$ cat src/rtl/epcs_rd_ctrl.sv
// EPCS serial flash read controller.
// Issues a READ (0x03) command with a 24-bit address over a mode-0 SPI link,
// then clocks in rd_len bytes and presents each as a one-cycle strobe.
// DCLK is derived from sys_clk by a HALF_DIV divider; chip select is held
// high for DESEL_CYC cycles after every transfer.
module epcs_rd_ctrl #(
  parameter int HALF_DIV  = 2,
  parameter int DESEL_CYC = 4
) (
  input  logic        sys_clk,
  input  logic        sys_rst,
  input  logic        rd_start,
  input  logic [23:0] rd_addr,
  input  logic [15:0] rd_len,
  output logic        rd_busy,
  output logic [7:0]  rd_data,
  output logic        rd_valid,
  output logic        rd_done,
  output logic        epcs_flash_dclk,
  output logic        epcs_flash_sce,
  output logic        epcs_flash_sdo,
  input  logic        epcs_flash_data0
);

  localparam int DIV_W = (HALF_DIV > 1) ? $clog2(HALF_DIV) : 1;
  localparam logic [DIV_W-1:0] DIV_LAST = DIV_W'(HALF_DIV - 1);
  localparam int DSL_W = (DESEL_CYC > 1) ? $clog2(DESEL_CYC) : 1;
  localparam logic [DSL_W-1:0] DSL_LAST = DSL_W'(DESEL_CYC - 1);
  localparam logic [7:0] OP_READ = 8'h03;

  typedef enum logic [2:0] {
    S_IDLE,
    S_CMD,
    S_ADDR,
    S_DATA,
    S_DESEL
  } state_t;

  state_t           state, state_nxt;
  logic             armed;      // blocks acceptance on the first edge after reset
  logic [DIV_W-1:0] div_cnt;
  logic             dclk_q;
  logic [4:0]       bit_cnt;    // 0..7 in CMD/DATA, 0..23 in ADDR
  logic [15:0]      byte_rem;   // bytes still to be received
  logic [31:0]      tx_sr;      // opcode + address, MSB leaves first
  logic [7:0]       rx_sr;
  logic [DSL_W-1:0] dsl_cnt;

  logic in_xfer, tick, rise, fall, accept, len_zero;

  assign in_xfer  = (state == S_CMD) || (state == S_ADDR) || (state == S_DATA);
  assign tick     = in_xfer && (div_cnt == DIV_LAST);
  assign rise     = tick && !dclk_q;
  assign fall     = tick && dclk_q;
  assign accept   = (state == S_IDLE) && armed && rd_start;
  assign len_zero = (rd_len == 16'd0);

  assign epcs_flash_dclk = dclk_q;

  // State register; reset aborts any transfer and raises sce immediately
  always_ff @(posedge sys_clk or posedge sys_rst) begin
    if (sys_rst) state <= S_IDLE;
    else         state <= state_nxt;
  end

  // Next state and decoded outputs; sce/sdo/busy/done follow the state
  always_comb begin
    state_nxt      = state;
    rd_done        = 1'b0;
    epcs_flash_sce = 1'b1;
    epcs_flash_sdo = 1'b0;
    case (state)
      S_IDLE: begin
        if (accept) state_nxt = len_zero ? S_DESEL : S_CMD;
      end
      S_CMD: begin
        epcs_flash_sce = 1'b0;
        epcs_flash_sdo = tx_sr[31];
        if (fall && bit_cnt == 5'd7) state_nxt = S_ADDR;
      end
      S_ADDR: begin
        epcs_flash_sce = 1'b0;
        epcs_flash_sdo = tx_sr[31];
        if (fall && bit_cnt == 5'd23) state_nxt = S_DATA;
      end
      S_DATA: begin
        epcs_flash_sce = 1'b0;
        // last byte already counted on its 8th rising edge; close on the fall
        if (fall && byte_rem == 16'd0) state_nxt = S_DESEL;
      end
      S_DESEL: begin
        if (dsl_cnt == '0) begin
          rd_done   = 1'b1;
          state_nxt = S_IDLE;
        end
      end
      default: state_nxt = S_IDLE;
    endcase
    rd_busy = (state != S_IDLE);
  end

  // Acceptance gate: one edge after reset release before rd_start counts
  always_ff @(posedge sys_clk or posedge sys_rst) begin
    if (sys_rst) armed <= 1'b0;
    else         armed <= 1'b1;
  end

  // DCLK divider: low for HALF_DIV cycles after sce falls, then toggles
  always_ff @(posedge sys_clk or posedge sys_rst) begin
    if (sys_rst) begin
      div_cnt <= '0;
      dclk_q  <= 1'b0;
    end else if (!in_xfer) begin
      div_cnt <= '0;
      dclk_q  <= 1'b0;
    end else if (tick) begin
      div_cnt <= '0;
      dclk_q  <= !dclk_q;
    end else begin
      div_cnt <= div_cnt + 1'b1;
    end
  end

  // Shift out opcode/address on falling DCLK, shift in data on rising DCLK
  always_ff @(posedge sys_clk or posedge sys_rst) begin
    if (sys_rst) begin
      tx_sr    <= '0;
      rx_sr    <= '0;
      bit_cnt  <= '0;
      byte_rem <= '0;
      rd_data  <= '0;
      rd_valid <= 1'b0;
    end else begin
      rd_valid <= 1'b0;
      if (accept) begin
        tx_sr    <= {OP_READ, rd_addr};
        bit_cnt  <= '0;
        byte_rem <= rd_len;
      end else begin
        case (state)
          S_CMD: if (fall) begin
            tx_sr   <= {tx_sr[30:0], 1'b0};
            bit_cnt <= (bit_cnt == 5'd7) ? 5'd0 : bit_cnt + 5'd1;
          end
          S_ADDR: if (fall) begin
            tx_sr   <= {tx_sr[30:0], 1'b0};
            bit_cnt <= (bit_cnt == 5'd23) ? 5'd0 : bit_cnt + 5'd1;
          end
          S_DATA: if (rise) begin
            rx_sr <= {rx_sr[6:0], epcs_flash_data0};
            if (bit_cnt == 5'd7) begin
              rd_data  <= {rx_sr[6:0], epcs_flash_data0};
              rd_valid <= 1'b1;
              byte_rem <= byte_rem - 16'd1;
              bit_cnt  <= 5'd0;
            end else begin
              bit_cnt <= bit_cnt + 5'd1;
            end
          end
          default: ;
        endcase
      end
    end
  end

  // Deselect hold: full DESEL_CYC after a transfer, single cycle for rd_len=0
  always_ff @(posedge sys_clk or posedge sys_rst) begin
    if (sys_rst) begin
      dsl_cnt <= '0;
    end else if (accept) begin
      dsl_cnt <= '0;
    end else if (state == S_DATA && state_nxt == S_DESEL) begin
      dsl_cnt <= DSL_LAST;
    end else if (state == S_DESEL && dsl_cnt != '0) begin
      dsl_cnt <= dsl_cnt - 1'b1;
    end
  end

endmodule

$ cat config.mk
export PLATFORM = sky130hd
export DESIGN_NAME = epcs_rd_ctrl
export DESIGN_NICKNAME = d
export VERILOG_FILES = /design/src/rtl/epcs_rd_ctrl.sv
export SDC_FILE = /design/constraint.sdc
export NUM_CORES = 1
export LEC_CHECK = 0
export CAP_MARGIN = 20
export CORE_AREA = 3 3 116 118
export CTS_BUF_LIST = sky130_fd_sc_hd__clkbuf_4
export DETAILED_ROUTE_END_ITERATION = 16
export DIE_AREA = 0 0 119 121
export GPL_ROUTABILITY_DRIVEN = 0
export PLACE_DENSITY = 0.57
export SETUP_SLACK_MARGIN = 0.2
export SLEW_MARGIN = 40
export SYNTH_ARGS = -nofsm -noshare
export SYNTH_HDL_FRONTEND = slang
export SYNTH_SLANG_ARGS = --single-unit
$ cat constraint.sdc
create_clock -name sys_clk -period 2.8 [get_ports sys_clk]
set_input_delay 0.42 -clock sys_clk [delete_from_list [all_inputs] [get_ports sys_clk]]
set_output_delay 0.42 -clock sys_clk [all_outputs]
set_load 0.005 [all_outputs]
==> metrics.md <==
| Metric | Value |
|---|---|
| Req. time, crit path | 2.38 ns |
| Max-cap violations | 0 |
| Power per standard cell area | 528 nW/µm² |
| Number of flops mapped to enable cells by yosys | 0 |
| Initial antenna violation count | 0 |
| Post-synthesis compound-gate area fraction | 0.120 |
| Die height | 121 µm |
| Root Buffer | clkbuf_4 |
| ANT cells | 0 |
| CTS tree | built |
| Final clock skew | 0.0117 ns |
| Crit. Startpoint | state[0]$_DFF_PP0_ |
| CTS resizes | 1 |
| Syn avg cell area | 10.1 µm² |
| Fillers | 1270 |
| Core area | 12600 µm² |
| Post-synth ARST share | 1.00 |
| Total Routing Usage GR | 0.122 |
| Commonest cells after routing, fill and taps aside | dfrtp_1 (75), nand2_1 (71), clkdlybuf4s50_1 (57) |
| Vias | 2981 |
| Mux cell area share after synthesis | 0.115 |
| Die Wd | 119 µm |
| Vias/cell | 4.95 |
| Detail Placement HPWL | 5870 µm |
| P&R area growth vs syn | 25.8% |
| # hold bufs at CTS | 0 |
| Status | finished clean |
| YS warnings | 0 |
| Crit-path max FO | 11 |
| WL/cell | 14.2 µm |
| I/O Pins | 58 |
| Synth Area in Adders | 0.0133 |
| Mapped Cells | 373 |
| Critical R2R Capture | byte_rem[5]$_DFFE_PP0P_ |
| Vias in the first global route | 2939 |
| DR pass1 iterations | 4 |
| Full die area | 14400 µm² |
| Combinational group share of total power | 0.140 |
| Switching Share | 0.287 |
| Post-Syn Area | 3750 µm² |
| Reg power frac | 0.525 |
| Setup TNS | 0 ns |
| Final wirelength | 8560 µm |
| Most used DFF post-synth | dfrtp_1 |
| Starting DRT DRC Count | 203 |
| Yosys reg bits | 77 |
| Setup Buffers After CTS | 0 |
| GRT overflow | 0 |
| Clock buffer depth | 2 |
| ANT nets after route | 0 |
| Worst-path clk slew | 0.14 ns |
| Largest net degree at the start of global routing | 78 |
| Post-layout util | 0.376 |
| Fin nets | 473 |
| # rows | 41 |
| Net Sw Power | 715 µW |
| First-pass GRT wire length | 14300 µm |
| Arr. time, crit path | 2.02 ns |
| Drt drc | 0 |
| Commonest non-fill, non-tap cell in the layout | dfrtp_1 |
| Internal | 1.78 mW |
| Hold WC Path Type | in2async |
| Maximum achievable frequency | 410 MHz |
| Synthesized Nets | 421 |
| Yosys cell types | 54 |
| Fin. max-slew vios | 0 |
| CP startpoint kind | flop |
| Clock Latency Late Sink | 0.45 ns |
| H-tree levels | 3 |
| Seq/Total Area, Yosys | 0.514 |
| Crit end category | output port |
| Setup CP Type | reg2out |
| PortBufs | 57 |
| Reg2reg start | epcs_flash_dclk$_DFFE_PP0P_ |
| Final setup viols | 0 |
| Initial core utilization | 0.299 |
| Largest family of logic cells by synthesized area | simple AND/OR/NAND/NOR gates |
| Layout cell share with drive strength beyond 1 | 0.105 |
| Worst-Margin Slew | 0.640 ns |
| Worst reg-to-reg path cell count | 6 |
| # clock sinks | 77 |
| VDD IR-drop max | 0.277 mV |
| Simple-Gate Fraction of Synth Area | 0.192 |
| XOR/XNOR Fraction of Synth Area | 0.0117 |
| Relative slew slack | 0.569 |
| Hold Vio Cnt, Final | 0 |
| Clk network pwr share | 0.335 |
| Fin crit period | 2.44 ns |
| RSZ-0062 raised after global routing | false |
| Flop2flop setup slack | 0.47 ns |
| Leakage Power | 1.85 nW |
| Final period util | 0.871 |
| Num CTS Buffers | 9 |
[logic make-up after synthesis]
group | count (synthesis)
flip-flops | 77
adder cells (fa/ha/maj) | 4
other | 1
AND/OR/NAND/NOR | 145
AO/OA/AOI/OAI | 69
multiplexers | 42
XOR/XNOR | 5
buffers and inverters | 30
[state kept, by name, summed over array words and instances, names as in the netlist]
signal / cells
state: 3
rx_sr: 7
rd_data: 8
div_cnt: 1
byte_rem: 16
rd_valid: 1
armed: 1
epcs_flash_dclk: 1
bit_cnt: 5
dsl_cnt: 2
tx_sr: 32
[metal layers]
layer	track usage	wire length (µm)	vias to the layer above
met2	0.183	3860	72
li1	-	-	1450
met5	0	0	-
met3	0.0350	345	9
met4	0.0449	114	0
met1	0.169	4240	1450
[worst max path at each step]
stage / endpoint / slack (ns) / cells after the start
after floorplan: armed$_DFF_PP0_ / 0.41 / 1
after global placement: byte_rem[5]$_DFFE_PP0P_ / 0.55 / 6
after detailed placement: byte_rem[5]$_DFFE_PP0P_ / 0.49 / 6
after CTS: epcs_flash_sce / 0.21 / 3
after global routing: epcs_flash_sce / 0.26 / 3
final: epcs_flash_sce / 0.36 / 3
[Yosys cell counts (2+ instances only)]
master / count / area share
o211ai_1: 6 / 0.012
nor4_1: 9 / 0.015
nor3_1: 2 / 0.0027
nand4bb_1: 2 / 0.0060
mux2_2: 8 / 0.024
o31ai_1: 3 / 0.0060
dfrtp_1: 77 / 0.51
a21oi_1: 5 / 0.0067
nand3b_1: 2 / 0.0040
nor3b_1: 2 / 0.0040
a221o_1: 2 / 0.0053
buf_2: 6 / 0.0080
nand3_1: 10 / 0.013
or3_1: 6 / 0.010
a31oi_1: 2 / 0.0033
or2_2: 5 / 0.0083
mux2i_1: 34 / 0.091
clkbuf_1: 14 / 0.014
o311ai_0: 7 / 0.016
xnor2_1: 4 / 0.0093
nor2_1: 18 / 0.018
a211oi_1: 2 / 0.0040
inv_1: 8 / 0.0080
or4_1: 4 / 0.0080
ha_1: 4 / 0.013
nand2b_1: 2 / 0.0033
o21ai_0: 32 / 0.043
nand2_1: 71 / 0.071
[worst max-delay path: stages, from the launching register on]
cell and delay [ns]:
dfrtp_2 0.52, nor2_2 0.31, or2_2 0.22, clkdlybuf4s50_1 0.53
[metrics by stage]
step / hold WS (ns) / setup slack, ns / total power [mW] / instance area [µm²] / cells
after floorplan: 0.433 / 0.413 / 1.52 / 3750 / 373
after global placement: 0.459 / 0.550 / 1.67 / 4520 / 586
after detailed placement: 0.465 / 0.490 / 1.68 / 4520 / 586
after CTS: 0.356 / 0.206 / 2.52 / 4700 / 602
after global routing: 0.349 / 0.262 / 2.63 / 4720 / 602
final: 0.365 / 0.360 / 2.49 / 4720 / 602
[power by group through the flow]
stage          clock network, mW  registers [mW]  logic, mW
2_1_floorplan                  0            1.30      0.222
3_5_place_dp                   0            1.33      0.351
3_3_place_gp                   0            1.32      0.343
4_1_cts                    0.861            1.31      0.352
5_1_grt                    0.913            1.33      0.395
6_report                   0.835            1.31      0.349
[final cells by class]
| class | instances | area (µm²) | area share |
|---|---|---|---|
| flip-flops and latches | 77 | 1930 | 0.409 |
| multi-input cells | 266 | 1740 | 0.368 |
| repair buffers | 62 | 633 | 0.134 |
| well taps | 172 | 215 | 0.0456 |
| clock inverters | 7 | 105 | 0.0223 |
| clock buffers | 9 | 67.6 | 0.0143 |
| inverters | 9 | 33.8 | 0.00716 |
Note: power is estimated with default switching activity, not from simulation.
